## src/rtl/alu_writeback_regs_if.sv

```systemverilog
// Operand read, write-back and flag bus between control/ALU and the register file.
interface alu_writeback_regs_if #(
  parameter int unsigned DATA_WIDTH = 8,
  parameter int unsigned SEL_WIDTH  = 2
);
  logic                  hold;
  logic [SEL_WIDTH-1:0]  rd_a_sel;
  logic [SEL_WIDTH-1:0]  rd_b_sel;
  logic [DATA_WIDTH-1:0] a_out;
  logic [DATA_WIDTH-1:0] b_out;
  logic                  wr_en;
  logic [SEL_WIDTH-1:0]  wr_sel;
  logic [DATA_WIDTH-1:0] wr_data;
  logic                  flags_we;
  logic                  c_in;
  logic                  z_in;
  logic                  s_in;
  logic                  carry_out;
  logic                  zero_out;
  logic                  sign_out;
  logic                  wb_busy;

  // Control/ALU side
  modport master (
    output hold, rd_a_sel, rd_b_sel, wr_en, wr_sel, wr_data,
    output flags_we, c_in, z_in, s_in,
    input  a_out, b_out, carry_out, zero_out, sign_out, wb_busy
  );

  // Register file side
  modport slave (
    input  hold, rd_a_sel, rd_b_sel, wr_en, wr_sel, wr_data,
    input  flags_we, c_in, z_in, s_in,
    output a_out, b_out, carry_out, zero_out, sign_out, wb_busy
  );
endinterface

```

## src/rtl/alu_writeback_regs.sv

```systemverilog
// General register file with a one-deep registered write-back stage and the
// architectural C/Z/S flag register feeding the ALU.
// Optional macro WB_BYPASS_EN: forward the pending write-back value to reads.
module alu_writeback_regs #(
  parameter int unsigned NUM_REGS   = 4,
  parameter int unsigned DATA_WIDTH = 8,
  parameter int unsigned SEL_WIDTH  = 2
) (
  input logic                clk,
  input logic                reset,
  alu_writeback_regs_if.slave bus
);

  logic [DATA_WIDTH-1:0] regs [NUM_REGS];
  logic                  wb_valid;
  logic [SEL_WIDTH-1:0]  wb_sel;
  logic [DATA_WIDTH-1:0] wb_data;
  logic                  carry_q;
  logic                  zero_q;
  logic                  sign_q;
  logic [DATA_WIDTH-1:0] a_c;
  logic [DATA_WIDTH-1:0] b_c;

  // Write-back stage, array commit and flags; hold freezes all of it
  always_ff @(posedge clk) begin
    if (reset) begin
      for (int unsigned i = 0; i < NUM_REGS; i++) regs[i] <= '0;
      wb_valid <= 1'b0;
      wb_sel   <= '0;
      wb_data  <= '0;
      carry_q  <= 1'b0;
      zero_q   <= 1'b0;
      sign_q   <= 1'b0;
    end else if (!bus.hold) begin
      // pending value commits while the new one is captured, so a
      // same-register back-to-back write loses nothing
      if (wb_valid) regs[wb_sel] <= wb_data;
      wb_valid <= bus.wr_en;
      if (bus.wr_en) begin
        wb_sel  <= bus.wr_sel;
        wb_data <= bus.wr_data;
      end
      if (bus.flags_we) begin
        carry_q <= bus.c_in;
        zero_q  <= bus.z_in;
        sign_q  <= bus.s_in;
      end
    end
  end

  // Combinational operand reads, optionally forwarding the pending write
  always_comb begin
    a_c = regs[bus.rd_a_sel];
    b_c = regs[bus.rd_b_sel];
`ifdef WB_BYPASS_EN
    if (wb_valid && (wb_sel == bus.rd_a_sel)) a_c = wb_data;
    if (wb_valid && (wb_sel == bus.rd_b_sel)) b_c = wb_data;
`endif
  end

  assign bus.a_out     = a_c;
  assign bus.b_out     = b_c;
  assign bus.carry_out = carry_q;
  assign bus.zero_out  = zero_q;
  assign bus.sign_out  = sign_q;
  assign bus.wb_busy   = wb_valid;

endmodule

```

## src/flat_wrapper.sv

```systemverilog
// flat-port wrapper written by rule: the top's interface ports become plain ports
module alu_writeback_regs_flat 
#(
  parameter int unsigned NUM_REGS   = 4,
  parameter int unsigned DATA_WIDTH = 8,
  parameter int unsigned SEL_WIDTH  = 2
)
  (clk, reset, bus_hold, bus_rd_a_sel, bus_rd_b_sel, bus_wr_en, bus_wr_sel, bus_wr_data, bus_flags_we, bus_c_in, bus_z_in, bus_s_in, bus_a_out, bus_b_out, bus_carry_out, bus_zero_out, bus_sign_out, bus_wb_busy);
  alu_writeback_regs_if #(.DATA_WIDTH(DATA_WIDTH), .SEL_WIDTH(SEL_WIDTH)) bus_i ();
  input logic clk;
  input logic reset;
  input wire logic [$bits(bus_i.hold)-1:0] bus_hold;
  input wire logic [$bits(bus_i.rd_a_sel)-1:0] bus_rd_a_sel;
  input wire logic [$bits(bus_i.rd_b_sel)-1:0] bus_rd_b_sel;
  input wire logic [$bits(bus_i.wr_en)-1:0] bus_wr_en;
  input wire logic [$bits(bus_i.wr_sel)-1:0] bus_wr_sel;
  input wire logic [$bits(bus_i.wr_data)-1:0] bus_wr_data;
  input wire logic [$bits(bus_i.flags_we)-1:0] bus_flags_we;
  input wire logic [$bits(bus_i.c_in)-1:0] bus_c_in;
  input wire logic [$bits(bus_i.z_in)-1:0] bus_z_in;
  input wire logic [$bits(bus_i.s_in)-1:0] bus_s_in;
  output wire logic [$bits(bus_i.a_out)-1:0] bus_a_out;
  output wire logic [$bits(bus_i.b_out)-1:0] bus_b_out;
  output wire logic [$bits(bus_i.carry_out)-1:0] bus_carry_out;
  output wire logic [$bits(bus_i.zero_out)-1:0] bus_zero_out;
  output wire logic [$bits(bus_i.sign_out)-1:0] bus_sign_out;
  output wire logic [$bits(bus_i.wb_busy)-1:0] bus_wb_busy;
  assign bus_i.hold = bus_hold;
  assign bus_i.rd_a_sel = bus_rd_a_sel;
  assign bus_i.rd_b_sel = bus_rd_b_sel;
  assign bus_i.wr_en = bus_wr_en;
  assign bus_i.wr_sel = bus_wr_sel;
  assign bus_i.wr_data = bus_wr_data;
  assign bus_i.flags_we = bus_flags_we;
  assign bus_i.c_in = bus_c_in;
  assign bus_i.z_in = bus_z_in;
  assign bus_i.s_in = bus_s_in;
  assign bus_a_out = bus_i.a_out;
  assign bus_b_out = bus_i.b_out;
  assign bus_carry_out = bus_i.carry_out;
  assign bus_zero_out = bus_i.zero_out;
  assign bus_sign_out = bus_i.sign_out;
  assign bus_wb_busy = bus_i.wb_busy;
  alu_writeback_regs #(.NUM_REGS(NUM_REGS), .DATA_WIDTH(DATA_WIDTH), .SEL_WIDTH(SEL_WIDTH)) u_core (.clk(clk), .reset(reset), .bus(bus_i));
endmodule
```

## config.mk

```make
export PLATFORM = sky130hd
export DESIGN_NAME = alu_writeback_regs_flat
export DESIGN_NICKNAME = d
export VERILOG_FILES = /design/src/rtl/alu_writeback_regs_if.sv /design/src/rtl/alu_writeback_regs.sv /design/src/flat_wrapper.sv
export SDC_FILE = /design/constraint.sdc
export NUM_CORES = 1
export LEC_CHECK = 0
export CORE_ASPECT_RATIO = 0.5
export CORE_MARGIN = 10
export CORE_UTILIZATION = 45
export DETAILED_ROUTE_END_ITERATION = 12
export PLACE_DENSITY = 0.74
export SETUP_SLACK_MARGIN = 0.2
export SYNTH_ARGS = -nofsm -noshare
export SYNTH_HDL_FRONTEND = slang
export SYNTH_SLANG_ARGS = --single-unit
```

## constraint.sdc

```tcl
create_clock -name clk -period 1.4 [get_ports clk]
set_input_delay 0.14 -clock clk [delete_from_list [all_inputs] [get_ports clk]]
set_output_delay 0.14 -clock clk [all_outputs]
set_load 0.005 [all_outputs]
```

==> run_results.csv <==
group,metric,value,unit
critical_path,crit_path_cell_trace,"mux4_2 > buf_2",
critical_path,path_max_fanout,2,
floorplanning,dieArea,7960,um2
drt,routedWlPerCell,17.3,um
timing,worst_slack,-0.101,ns
drt,dr_wl_met2,2330,um
timing,rsz0062_at_grt,"yes",
logic_synthesis,ys_ff_latch,46,
critical_path,worst_path_max_delay_cell,"mux4_2",
placement,port_buffers,41,
cts,cts_sinks,46,
cts,ctsHoldBuffers,0,
drt,met1_length,1990,um
placement,place_congestion,0.762,
drt,drc,0,
floorplanning,num_io_pins,42,
drt,dr.pass1.iters,4,
grt,grt_pass1_wl,7270,um
floorplanning,core,4450,um2
drt,vias,1437,
drt,viasPerCell,5.15,
final_layout,drive_gt1_share,32.4,%
cts,path_clk_slew,0.09,ns
critical_path,r2r_slack,0.21,ns
logic_synthesis,syn_area_per_cell,12.7,um2
grt,grt_max_degree,17,
timing,finalSetupViolCount,16,
hold_path,min_from,"reset",
drt,route.met3.wl,425,um
critical_path,path_class,"flop to output pin",
hold_path,hold_depth,2,
timing,hold_violations,0,
critical_path,required,1.26,ns
timing,fin_tns_setup,-0.969,ns
critical_path,reg2reg_from,"u_core.bus.wb_busy",
drt,drtIter0Drc,90,
critical_path,cpPeakStageDelay,0.49,ns
final_layout,seqCellArea,1250,um2
timing,skew,0.00166,ns
critical_path,r2r_end,"u_core.regs[2][7]",
drt,wl,4820,um
pwr,p_leak,1.07,nW
grt,grt_overflow,0,
logic_synthesis,ys_seq_area_share,59.1,%
timing,max_freq,666,MHz
final_layout,fin_util,63.5,%
final_layout,fillCellCount,343,
cts,cts_tree,"done",
timing,finalCriticalPeriod,1.50,ns
floorplanning,start_util,47.2,%
placement,dpl.hpwl,3570,um
floorplanning,placementRows,17,
critical_path,start_kind,"flop",
timing,slew_headroom,81.9,%
grt,antenna_found_initial,0,
final_layout,nets,243,
logic_synthesis,synthDistinctLibCells,20,
grt,track_usage,12.3,%
cts,cts_root_buf,"clkbuf_8",
logic_synthesis,synth_area,2100,um2
hold_path,hold_class,"input port to flop",
hold_path,min_to,"u_core.regs[3][7]",
pwr,ir_drop,0.464,mV
floorplanning,fp.dieH,68.3,um
final_layout,area_growth_syn_to_layout,34.4,%
final_layout,fin_cells,279,
logic_synthesis,yosys_warnings,0,
critical_path,end_kind,"output pin",
flow_run,maxCapViolations,0,
grt,grt_pass1_vias,1474,
cts,cts_max_level,2,
final_layout,multi_input_area,867,um2
timing,final_max_slew_viol_count,0,
cts,numCtsBuffers,5,
floorplanning,fp.dieW,117,um
logic_synthesis,syn-num-nets,187,
critical_path,worstPathArrival,1.36,ns
final_layout,diodes,0,
logic_synthesis,synthCells,165,
drt,drtAntennaViolNets,0,
critical_path,worst-r2r-cell-count,3,
outcome,status,"complete, but fails checks",
timing,tightest_slew,0.271,ns
outcome,violations,"negative setup slack",
placement,place_inst,269,
pwr,power_density,975,nW/um2
drt,maxUsedRoutingLayer,"met4",
cts,clock_path_buffers,2,
cts,insertion_delay,0.30,ns
timing,finalCritPeriodShare,107,%
-- cell usage after synthesis, drive strengths merged --
| library cell | count | area share, % |
|---|---|---|
| and3b | 1 | 0.42 |
| nand2 | 23 | 4.1 |
| nor2 | 34 | 6.1 |
| dfxtp | 14 | 13 |
| buf | 6 | 1.6 |
| clkbuf | 4 | 0.71 |
| nand3 | 1 | 0.24 |
| or4b | 1 | 0.66 |
| a21oi | 11 | 2.6 |
| edfxtp | 32 | 46 |
| a31o | 1 | 0.42 |
| mux2i | 3 | 1.4 |
| and2b | 2 | 0.71 |
| mux4 | 16 | 17 |
| nor2b | 2 | 0.60 |
| nand2b | 12 | 3.6 |
| nor3b | 1 | 0.36 |
| inv | 1 | 0.18 |
-- cell type report --
| cell class | count | area share, % |
|---|---|---|
| clock buffer | 5 | 2.44 |
| clock inverter | 3 | 0.887 |
| inverter | 1 | 0.133 |
| multi-input combinational | 108 | 30.7 |
| sequential | 46 | 44.1 |
| tap | 57 | 2.53 |
| timing repair buffer | 59 | 19.1 |
-- state kept, by name (all words and copies together), names as in the netlist --
signal / count
u_core.bus.wb_busy: 1
u_core.bus.sign_out: 1
u_core.wb_sel: 2
u_core.bus.carry_out: 1
u_core.wb_data: 8
u_core.regs: 32
u_core.bus.zero_out: 1
-- placed cells by master, fill, tap and decap left out, types with 2 or more instances in the layout --
master / netlist / routed
buf_4: 0 / 12
a21oi_1: 11 / 11
clkbuf_8: 0 / 5
mux4_2: 16 / 16
nand2b_1: 12 / 7
dlygate4sd2_1: 0 / 7
nor2_1: 34 / 32
buf_12: 0 / 6
buf_2: 3 / 15
nor2_2: 0 / 2
dfxtp_1: 14 / 12
nand2b_4: 0 / 4
and2b_1: 2 / 2
nand2_1: 23 / 22
edfxtp_1: 32 / 32
mux2i_1: 3 / 3
clkdlybuf4s50_1: 0 / 17
-- cells by family after synthesis --
| family | count (synthesis) | share of synthesized area, % |
|---|---|---|
| and+or+nand+nor | 77 | 16.7 |
| muxes | 19 | 18.6 |
| buffers and inverters | 11 | 2.50 |
| DFF | 46 | 59.1 |
| AOI/OAI and AO/OA | 12 | 3.04 |
-- per-stage QoR --
| stage | hold slack (ns) | total power [mW] | instance area, um2 | setup slack [ns] |
|---|---|---|---|---|
| floorplan | 0.276 | 1.73 | 2110 | 0.164 |
| global placement | 0.448 | 1.96 | 2720 | -0.507 |
| detailed placement | 0.448 | 1.97 | 2720 | -0.531 |
| CTS | 0.370 | 2.75 | 2760 | -0.106 |
| global route | 0.367 | 2.86 | 2820 | -0.144 |
| finish | 0.336 | 2.75 | 2820 | -0.101 |
-- worst max-delay path, delay by kind of cell, from the launching register on --
| kind | cells | cell delay, ns |
|---|---|---|
| buffers and inverters | 1 | 0.15 |
| flip-flops | 1 | 0.42 |
| multiplexers | 1 | 0.49 |
-- repair_timing --
action	in CTS	in global routing
buffers inserted	2	0
endpoints found under the setup margin	30	59
gates resized for setup	72	15
-- report_power, final --
part           total (mW)  leakage [nW]  switching (mW)  internal [mW]
Clock               0.833        0.0447           0.473          0.360
Combinational       0.380         0.576           0.152          0.229
Sequential           1.54         0.448          0.0353           1.50
-- worst max path at each step --
stage,cells after the start,to,from
finish,2,bus_b_out[3],u_core.regs[3][3]
global route,2,bus_b_out[3],u_core.regs[3][3]
CTS,2,bus_b_out[3],u_core.regs[3][3]
detailed placement,4,bus_a_out[6],bus_rd_a_sel[0]
global placement,4,bus_b_out[3],bus_rd_b_sel[0]
floorplan,4,u_core.regs[0][7],u_core.bus.wb_busy
-- metal layers --
layer,GRT usage [%],vias to the layer above
li1,-,701
met1,13.2,676
met2,21.9,52
met3,4.80,8
met4,5.05,0
met5,0,-
Power figures use the tool's default switching activity.
